[src/rtl/ldst_memport_pkg.sv]
// Shared widths and FSM state encoding for the load/store data-memory port.
package ldst_memport_pkg;

  localparam int DATA_LEN    = 32;
  localparam int ADDR_LEN    = 32;
  localparam int SPECTAG_LEN = 5;
  localparam int RRF_SEL     = 6;

  typedef enum logic [0:0] {
    LDST_IDLE = 1'b0,
    LDST_READ = 1'b1
  } ldst_state_e;

endpackage

[src/rtl/ldst_memport_if.sv]
// Load request/result, store-buffer, speculation and dmem signals of the memory port.
interface ldst_memport_if;
  import ldst_memport_pkg::*;

  logic                   prmiss;
  logic                   prsuccess;
  logic [SPECTAG_LEN-1:0] prtag;
  logic [SPECTAG_LEN-1:0] spectagfix;

  logic                   ld_req;
  logic                   ld_ready;
  logic [ADDR_LEN-1:0]    ld_addr;
  logic [RRF_SEL-1:0]     ld_rrftag;
  logic                   ld_specbit;
  logic [SPECTAG_LEN-1:0] ld_spectag;

  logic [ADDR_LEN-1:0]    sb_ldaddr;
  logic                   sb_hit;
  logic [DATA_LEN-1:0]    sb_lddata;
  logic                   memoccupy_ld;
  logic                   stretire;
  logic [ADDR_LEN-1:0]    retaddr;
  logic [DATA_LEN-1:0]    retdata;

  logic [ADDR_LEN-1:0]    dmem_addr;
  logic [DATA_LEN-1:0]    dmem_wdata;
  logic                   dmem_we;
  logic [DATA_LEN-1:0]    dmem_rdata;

  logic                   ld_res_valid;
  logic [DATA_LEN-1:0]    ld_res_data;
  logic [RRF_SEL-1:0]     ld_res_rrftag;

  modport slave (
    input  prmiss, prsuccess, prtag, spectagfix,
    input  ld_req, ld_addr, ld_rrftag, ld_specbit, ld_spectag,
    input  sb_hit, sb_lddata, stretire, retaddr, retdata, dmem_rdata,
    output ld_ready, sb_ldaddr, memoccupy_ld,
    output dmem_addr, dmem_wdata, dmem_we,
    output ld_res_valid, ld_res_data, ld_res_rrftag
  );

  modport master (
    output prmiss, prsuccess, prtag, spectagfix,
    output ld_req, ld_addr, ld_rrftag, ld_specbit, ld_spectag,
    output sb_hit, sb_lddata, stretire, retaddr, retdata, dmem_rdata,
    input  ld_ready, sb_ldaddr, memoccupy_ld,
    input  dmem_addr, dmem_wdata, dmem_we,
    input  ld_res_valid, ld_res_data, ld_res_rrftag
  );

endinterface

[src/rtl/spec_kill_chk.sv]
// Decides whether a speculative entry dies on a mispredict; shared by the speculative queues.
module spec_kill_chk #(
  parameter int SPECTAG_LEN = 5
) (
  input  logic                   specbit,
  input  logic [SPECTAG_LEN-1:0] spectag,
  input  logic [SPECTAG_LEN-1:0] spectagfix,
  output logic                   kill
);

  assign kill = specbit & (|(spectagfix & spectag));

endmodule

[src/rtl/ldst_memport.sv]
// Single-port dmem controller: arbitrates loads against store retirement, forwards
// store-buffer hits, and returns tagged load results with mispredict squashing.
module ldst_memport
  import ldst_memport_pkg::*;
#(
  parameter int DMEM_LAT = 1,
  parameter int LD_BURST = 8
) (
  input  logic          clk,
  input  logic          reset,
  ldst_memport_if.slave bus
);

  localparam int LAT_W = (DMEM_LAT > 1) ? $clog2(DMEM_LAT) : 1;
  localparam int BST_W = $clog2(LD_BURST + 1);
  localparam logic [LAT_W-1:0] LAT_LAST = LAT_W'(DMEM_LAT - 1);
  localparam logic [BST_W-1:0] BST_MAX  = BST_W'(LD_BURST);

  ldst_state_e            state_q, state_d;
  logic [LAT_W-1:0]       lat_cnt_q;
  logic [BST_W-1:0]       bst_cnt_q;

  logic [ADDR_LEN-1:0]    cap_addr_q;
  logic [RRF_SEL-1:0]     cap_rrftag_q;
  logic                   cap_specbit_q;
  logic [SPECTAG_LEN-1:0] cap_spectag_q;

  logic                   res_vld_p1;
  logic [DATA_LEN-1:0]    res_data_p1;
  logic [RRF_SEL-1:0]     res_rrftag_p1;
  logic                   res_specbit_p1;
  logic [SPECTAG_LEN-1:0] res_spectag_p1;

  logic force_st, accept, accept_hit, accept_miss, read_last;
  logic cap_kill, res_kill, cap_drop, prs_ld, prs_cap;

  spec_kill_chk #(.SPECTAG_LEN(SPECTAG_LEN)) u_cap_kill (
    .specbit    (cap_specbit_q),
    .spectag    (cap_spectag_q),
    .spectagfix (bus.spectagfix),
    .kill       (cap_kill)
  );

  spec_kill_chk #(.SPECTAG_LEN(SPECTAG_LEN)) u_res_kill (
    .specbit    (res_specbit_p1),
    .spectag    (res_spectag_p1),
    .spectagfix (bus.spectagfix),
    .kill       (res_kill)
  );

  // A resolved-correct branch only counts when no mispredict arrives with it.
  assign prs_ld    = bus.prsuccess & ~bus.prmiss & (bus.ld_spectag == bus.prtag);
  assign prs_cap   = bus.prsuccess & ~bus.prmiss & (cap_spectag_q == bus.prtag);
  assign cap_drop  = bus.prmiss & cap_kill;
  assign read_last = (state_q == LDST_READ) && (lat_cnt_q == LAT_LAST);

  always_ff @(posedge clk) begin
    if (reset) begin
      state_q <= LDST_IDLE;
    end else begin
      state_q <= state_d;
    end
  end

  always_comb begin
    state_d = state_q;
    case (state_q)
      LDST_IDLE: if (accept_miss)           state_d = LDST_READ;
      LDST_READ: if (cap_drop || read_last) state_d = LDST_IDLE;
      default:                              state_d = LDST_IDLE;
    endcase
  end

  always_comb begin
    force_st         = (state_q == LDST_IDLE) && (bst_cnt_q == BST_MAX);
    bus.ld_ready     = (state_q == LDST_IDLE) & ~bus.prmiss & ~force_st;
    accept           = bus.ld_req & bus.ld_ready;
    accept_hit       = accept & bus.sb_hit;
    accept_miss      = accept & ~bus.sb_hit;
    bus.memoccupy_ld = accept_miss | (state_q == LDST_READ);
    bus.sb_ldaddr    = bus.ld_addr;
    bus.dmem_we      = bus.stretire;
    bus.dmem_wdata   = bus.retdata;
    if (bus.stretire) begin
      bus.dmem_addr = bus.retaddr;
    end else if (state_q == LDST_READ) begin
      bus.dmem_addr = cap_addr_q;
    end else begin
      bus.dmem_addr = bus.ld_addr;
    end
    bus.ld_res_valid  = res_vld_p1 & ~(bus.prmiss & res_kill);
    bus.ld_res_data   = res_data_p1;
    bus.ld_res_rrftag = res_rrftag_p1;
  end

  always_ff @(posedge clk) begin
    if (accept_miss) begin
      cap_addr_q    <= bus.ld_addr;
      cap_rrftag_q  <= bus.ld_rrftag;
      cap_spectag_q <= bus.ld_spectag;
    end
    // p1: result register, presented the cycle after the data is known
    if (accept_hit) begin
      res_data_p1    <= bus.sb_lddata;
      res_rrftag_p1  <= bus.ld_rrftag;
      res_spectag_p1 <= bus.ld_spectag;
    end else if (read_last) begin
      res_data_p1    <= bus.dmem_rdata;
      res_rrftag_p1  <= cap_rrftag_q;
      res_spectag_p1 <= cap_spectag_q;
    end
    if (reset) begin
      lat_cnt_q      <= '0;
      bst_cnt_q      <= '0;
      cap_specbit_q  <= 1'b0;
      res_vld_p1     <= 1'b0;
      res_specbit_p1 <= 1'b0;
    end else begin
      res_vld_p1 <= 1'b0;
      if (accept_miss) begin
        lat_cnt_q <= '0;
      end else if (state_q == LDST_READ) begin
        lat_cnt_q <= lat_cnt_q + LAT_W'(1);
      end
      if (accept_miss) begin
        bst_cnt_q <= bst_cnt_q + BST_W'(1);
      end else if (state_q == LDST_IDLE) begin
        bst_cnt_q <= '0;
      end
      if (accept_miss) begin
        cap_specbit_q <= bus.ld_specbit & ~prs_ld;
      end else if (prs_cap) begin
        cap_specbit_q <= 1'b0;
      end
      if (accept_hit) begin
        res_vld_p1     <= 1'b1;
        res_specbit_p1 <= bus.ld_specbit & ~prs_ld;
      end else if (read_last && !cap_drop) begin
        res_vld_p1     <= 1'b1;
        res_specbit_p1 <= cap_specbit_q & ~prs_cap;
      end
    end
  end

  // The store buffer must hold off retirement while dmem is reserved for a load.
  always_ff @(posedge clk) begin
    if (!reset) begin
      assert (!(bus.stretire && bus.memoccupy_ld));
    end
  end

endmodule

[src/flat_wrapper.sv]
// flat-port wrapper written by rule: the top's interface ports become plain ports
module ldst_memport_flat import ldst_memport_pkg::*;
#(
  parameter int DMEM_LAT = 1,
  parameter int LD_BURST = 8
)
  (clk, reset, bus_prmiss, bus_prsuccess, bus_prtag, bus_spectagfix, bus_ld_req, bus_ld_addr, bus_ld_rrftag, bus_ld_specbit, bus_ld_spectag, bus_sb_hit, bus_sb_lddata, bus_stretire, bus_retaddr, bus_retdata, bus_dmem_rdata, bus_ld_ready, bus_sb_ldaddr, bus_memoccupy_ld, bus_dmem_addr, bus_dmem_wdata, bus_dmem_we, bus_ld_res_valid, bus_ld_res_data, bus_ld_res_rrftag);
  ldst_memport_if bus_i ();
  input  logic clk;
  input  logic reset;
  input wire logic [$bits(bus_i.prmiss)-1:0] bus_prmiss;
  input wire logic [$bits(bus_i.prsuccess)-1:0] bus_prsuccess;
  input wire logic [$bits(bus_i.prtag)-1:0] bus_prtag;
  input wire logic [$bits(bus_i.spectagfix)-1:0] bus_spectagfix;
  input wire logic [$bits(bus_i.ld_req)-1:0] bus_ld_req;
  input wire logic [$bits(bus_i.ld_addr)-1:0] bus_ld_addr;
  input wire logic [$bits(bus_i.ld_rrftag)-1:0] bus_ld_rrftag;
  input wire logic [$bits(bus_i.ld_specbit)-1:0] bus_ld_specbit;
  input wire logic [$bits(bus_i.ld_spectag)-1:0] bus_ld_spectag;
  input wire logic [$bits(bus_i.sb_hit)-1:0] bus_sb_hit;
  input wire logic [$bits(bus_i.sb_lddata)-1:0] bus_sb_lddata;
  input wire logic [$bits(bus_i.stretire)-1:0] bus_stretire;
  input wire logic [$bits(bus_i.retaddr)-1:0] bus_retaddr;
  input wire logic [$bits(bus_i.retdata)-1:0] bus_retdata;
  input wire logic [$bits(bus_i.dmem_rdata)-1:0] bus_dmem_rdata;
  output wire logic [$bits(bus_i.ld_ready)-1:0] bus_ld_ready;
  output wire logic [$bits(bus_i.sb_ldaddr)-1:0] bus_sb_ldaddr;
  output wire logic [$bits(bus_i.memoccupy_ld)-1:0] bus_memoccupy_ld;
  output wire logic [$bits(bus_i.dmem_addr)-1:0] bus_dmem_addr;
  output wire logic [$bits(bus_i.dmem_wdata)-1:0] bus_dmem_wdata;
  output wire logic [$bits(bus_i.dmem_we)-1:0] bus_dmem_we;
  output wire logic [$bits(bus_i.ld_res_valid)-1:0] bus_ld_res_valid;
  output wire logic [$bits(bus_i.ld_res_data)-1:0] bus_ld_res_data;
  output wire logic [$bits(bus_i.ld_res_rrftag)-1:0] bus_ld_res_rrftag;
  assign bus_i.prmiss = bus_prmiss;
  assign bus_i.prsuccess = bus_prsuccess;
  assign bus_i.prtag = bus_prtag;
  assign bus_i.spectagfix = bus_spectagfix;
  assign bus_i.ld_req = bus_ld_req;
  assign bus_i.ld_addr = bus_ld_addr;
  assign bus_i.ld_rrftag = bus_ld_rrftag;
  assign bus_i.ld_specbit = bus_ld_specbit;
  assign bus_i.ld_spectag = bus_ld_spectag;
  assign bus_i.sb_hit = bus_sb_hit;
  assign bus_i.sb_lddata = bus_sb_lddata;
  assign bus_i.stretire = bus_stretire;
  assign bus_i.retaddr = bus_retaddr;
  assign bus_i.retdata = bus_retdata;
  assign bus_i.dmem_rdata = bus_dmem_rdata;
  assign bus_ld_ready = bus_i.ld_ready;
  assign bus_sb_ldaddr = bus_i.sb_ldaddr;
  assign bus_memoccupy_ld = bus_i.memoccupy_ld;
  assign bus_dmem_addr = bus_i.dmem_addr;
  assign bus_dmem_wdata = bus_i.dmem_wdata;
  assign bus_dmem_we = bus_i.dmem_we;
  assign bus_ld_res_valid = bus_i.ld_res_valid;
  assign bus_ld_res_data = bus_i.ld_res_data;
  assign bus_ld_res_rrftag = bus_i.ld_res_rrftag;
  ldst_memport #(.DMEM_LAT(DMEM_LAT), .LD_BURST(LD_BURST)) u_core (.clk(clk), .reset(reset), .bus(bus_i));
endmodule
[config.mk]
export PLATFORM = sky130hd
export DESIGN_NAME = ldst_memport_flat
export DESIGN_NICKNAME = d
export VERILOG_FILES = /design/src/rtl/ldst_memport_pkg.sv /design/src/rtl/ldst_memport_if.sv /design/src/rtl/spec_kill_chk.sv /design/src/rtl/ldst_memport.sv /design/src/flat_wrapper.sv
export SDC_FILE = /design/constraint.sdc
export NUM_CORES = 1
export LEC_CHECK = 0
export CAP_MARGIN = 20
export CORE_MARGIN = 5
export CORE_UTILIZATION = 37
export CTS_CLUSTER_DIAMETER = 30
export DETAILED_ROUTE_END_ITERATION = 8
export PLACE_DENSITY_LB_ADDON = 0.15
export SLEW_MARGIN = 20
export SYNTH_ARGS = -nofsm -noshare
export SYNTH_HDL_FRONTEND = slang
export SYNTH_SLANG_ARGS = --single-unit
[constraint.sdc]
create_clock -name clk -period 3.5 [get_ports clk]
set_input_delay 0.35 -clock clk [delete_from_list [all_inputs] [get_ports clk]]
set_output_delay 0.35 -clock clk [all_outputs]
set_load 0.01 [all_outputs]
==> implementation parameters <==
Parameter                              Value

Status
  Run status    completed

Synth
  Post-Synthesis Mean Instance Area    13.05 um^2
  Main flop type after synthesis    edfxtp_1
  Syn nets    572
  FF+latch count, synth    95
  Count of flip-flops with a built-in enable after synthesis    86
  Post-Synthesis Cell Area    4971 um^2
  Ys async rst share    0
  Sequential area share after synthesis    0.5558
  Number of cells produced by synthesis    381
  Cell variety after synth    35
  Number of warnings issued by yosys    0

Die
  Die Area    15850 um^2
  DIE HEIGHT    125.9 um
  # IOs    327
  Starting density of the core    0.3769
  Width of the chip    125.9 um
  Total core area    13190 um^2
  Count of standard-cell rows    42

Worst setup path
  Start-to-end type of the worst setup path    reg -> out
  Worst setup SP type    register
  Slowest stage cell, crit path    clkdlybuf4s50_1
  Critical Path Max Stage Delay    0.61 ns
  CP required    3.15 ns
  Endpoint class of the critical path    output pin
  Data arrival time of the critical path    2.25 ns
  Cells traversed along the worst timing path    buf_4, mux2i_1, o21ai_0, clkdlybuf4s50_1
  Largest fanout on the critical path    40

Drt
  Post-route ant nets    0
  Detailed-route DRC error count    0
  Detailed-route via count    3525
  Total wirelength of the detailed-routed design    13380 um
  Mean routed wirelength per cell    17.70 um
  Iter 0 DRT Violations    181
  First-pass detailed-route iteration total    4
  Via density    4.663

Clocking
  Clock Sinks    95
  Clk_lat worst skew    0.34 ns
  Quantity of gates resized following cts    0
  Master cell of the clock root buffer    clkbuf_16
  Post-CTS Setup Inserts    0
  Hold-fix buffers, CTS    0
  Deepest clock path buffer count    2
  Clock tree from TritonCTS    done
  Clk pin slew, worst setup/hold paths    0.06 ns
  Total clock buffers created by CTS    9
  H-tree depth reported by CTS    3

Power and ir drop
  Cell leakage power    2.677 nW
  Peak VDD IR    179.3 uV
  Switching share of power    0.2182
  Combinational Power Share    0.193
  Total power density per cell area    371.1 nW/um^2
  Sw power    0.6105 mW
  Overall Power    2.797 mW
  Clock network fraction of total power    0.342
  Sequential fraction of design power    0.465
  Internal power of the cells    2.187 mW

Place
  Final weighted congestion in routability-driven placement    0.7977
  HPWL after DPL    10390 um
  Worst slack at placement    0.8748 ns
  IO Port Bufs    262

Layout
  Fraction of final layout cells with drive strength greater than 1    0.1190
  Layout overhead on the synthesized area    51.65%
  Net count, final    766
  Sequential cell area    2764 um^2
  Count of antenna diodes in the layout    0
  Final Util    0.5715
  Fill cells    1097
  Most frequent cells in the layout    261 x clkdlybuf4s50_1, 86 x edfxtp_1, 38 x nand2_1
  Leading cell type in the layout, fill and taps excluded    clkdlybuf4s50_1
  Area taken by multi-input logic gates    1597 um^2

GRT
  Maximum number of pins on one net before global-route repair    66
  Congestion Overflow GR    0
  Total track usage    0.1624
  Via count of the first global-routing pass    3668
  Antenna violations before repair    0
  Global-route wire length before repair    20170 um

STA
  Final-report setup violation count    0
  Final Max Slew Viols    0
  Number of hold-slack violations in the final timing report    0
  Unrepaired setup endpoints after global routing    false
  Smallest setup slack after layout    0.8965 ns
  Part of the cycle the worst path needs    0.7439
  Highest attainable clock frequency    384.1 MHz
  Min Clock Period, post-route    2.603 ns
  Setup TNS    0 ns
  Final Skew    0.007651 ns
  Relative slew slack    0.3642
  Transition time at the pin with the least slew margin    0.9538 ns

Run
  Max_cap viols    0

Hold path
  Path category of the worst min-delay check    reg -> reg
## kinds of logic after synthesis
group                    count (synthesis)  synth area share
flip-flops                              95            0.5558
AND/OR/NAND/NOR                         60           0.05336
adder cells (fa/ha/maj)                  2          0.005033
AO/OA/AOI/OAI                           48           0.05915
buffers and inverters                   89            0.1238
multiplexers                            76            0.1835
XOR/XNOR                                11           0.01938
## power by group through the flow
stage / clock network (mW) / registers [mW] / logic [mW]
after global routing: 1.02 / 1.30 / 0.578
after detailed placement: 0 / 1.33 / 0.549
final: 0.955 / 1.30 / 0.541
after global placement: 0 / 1.32 / 0.544
after CTS: 0.981 / 1.30 / 0.551
after floorplan: 0 / 1.33 / 0.238
## cell type report
cell class | count | share of cell area
Timing Repair Buffer | 267 | 0.3522
Clock buffer | 12 | 0.03137
Sequential cell | 95 | 0.3666
Inverter | 5 | 0.002490
Tap cell | 176 | 0.02921
Clock inverter | 4 | 0.006307
Multi-Input combinational cell | 197 | 0.2118
## per-stage QoR
stage	std cells	hold WS [ns]	instance area [um^2]
detailed placement	740	0.5095	7254
global placement	740	0.4916	7254
CTS	756	0.5203	7538
floorplan	381	0.4489	4971
global route	756	0.5424	7538
finish	756	0.5267	7538
## state kept, by name, summed over array words and instances (netlist names), 4 cells and up
signal	cells
u_core.bus.ld_res_rrftag	6
u_core.cap_spectag_q	5
u_core.bst_cnt_q	4
u_core.res_spectag_p1	5
u_core.cap_rrftag_q	6
u_core.bus.ld_res_data	32
u_core.cap_addr_q	32
## critical path: cells and delay by family, from the launching register on
family | cells | cell delay [ns]
AO/OA/AOI/OAI | 1 | 0.26
buffers and inverters | 2 | 1.13
flip-flops | 1 | 0.36
multiplexers | 1 | 0.15
## synth_stat cells, types with 6 or more instances
master,instances,area share
buf_2,6,0.0060
xnor2_1,9,0.016
buf_4,65,0.098
nand2_1,39,0.029
dfxtp_1,9,0.036
clkbuf_1,8,0.0060
nor2_1,6,0.0045
edfxtp_1,86,0.52
mux2_4,26,0.079
mux2_2,17,0.039
o21ai_0,33,0.033
mux2i_1,33,0.066
## routing by layer
layer,vias to the layer above,wire length (um),global-route usage
li1,1709,-,-
met4,0,376,0.07192
met5,-,0,0
met1,1644,5021,0.1764
met2,144,7214,0.2964
met3,28,771,0.04191
## final timing paths
kind,startpoint,end,depth (start not counted),slack (ns)
min,u_core.res_specbit_p1$_SDFFE_PP0P_,u_core.res_specbit_p1$_SDFFE_PP0P_,2,0.53
min reg2reg,u_core.res_specbit_p1$_SDFFE_PP0P_,u_core.res_specbit_p1$_SDFFE_PP0P_,2,0.53
max,u_core.state_q$_SDFF_PP0_,bus_dmem_addr[26],4,0.90
max reg2reg,u_core.bst_cnt_q[0]$_SDFFE_PP0P_,u_core.bus.ld_res_data[28]$_DFFE_PP_,6,1.11
Note: power is estimated with default switching activity, not from simulation.
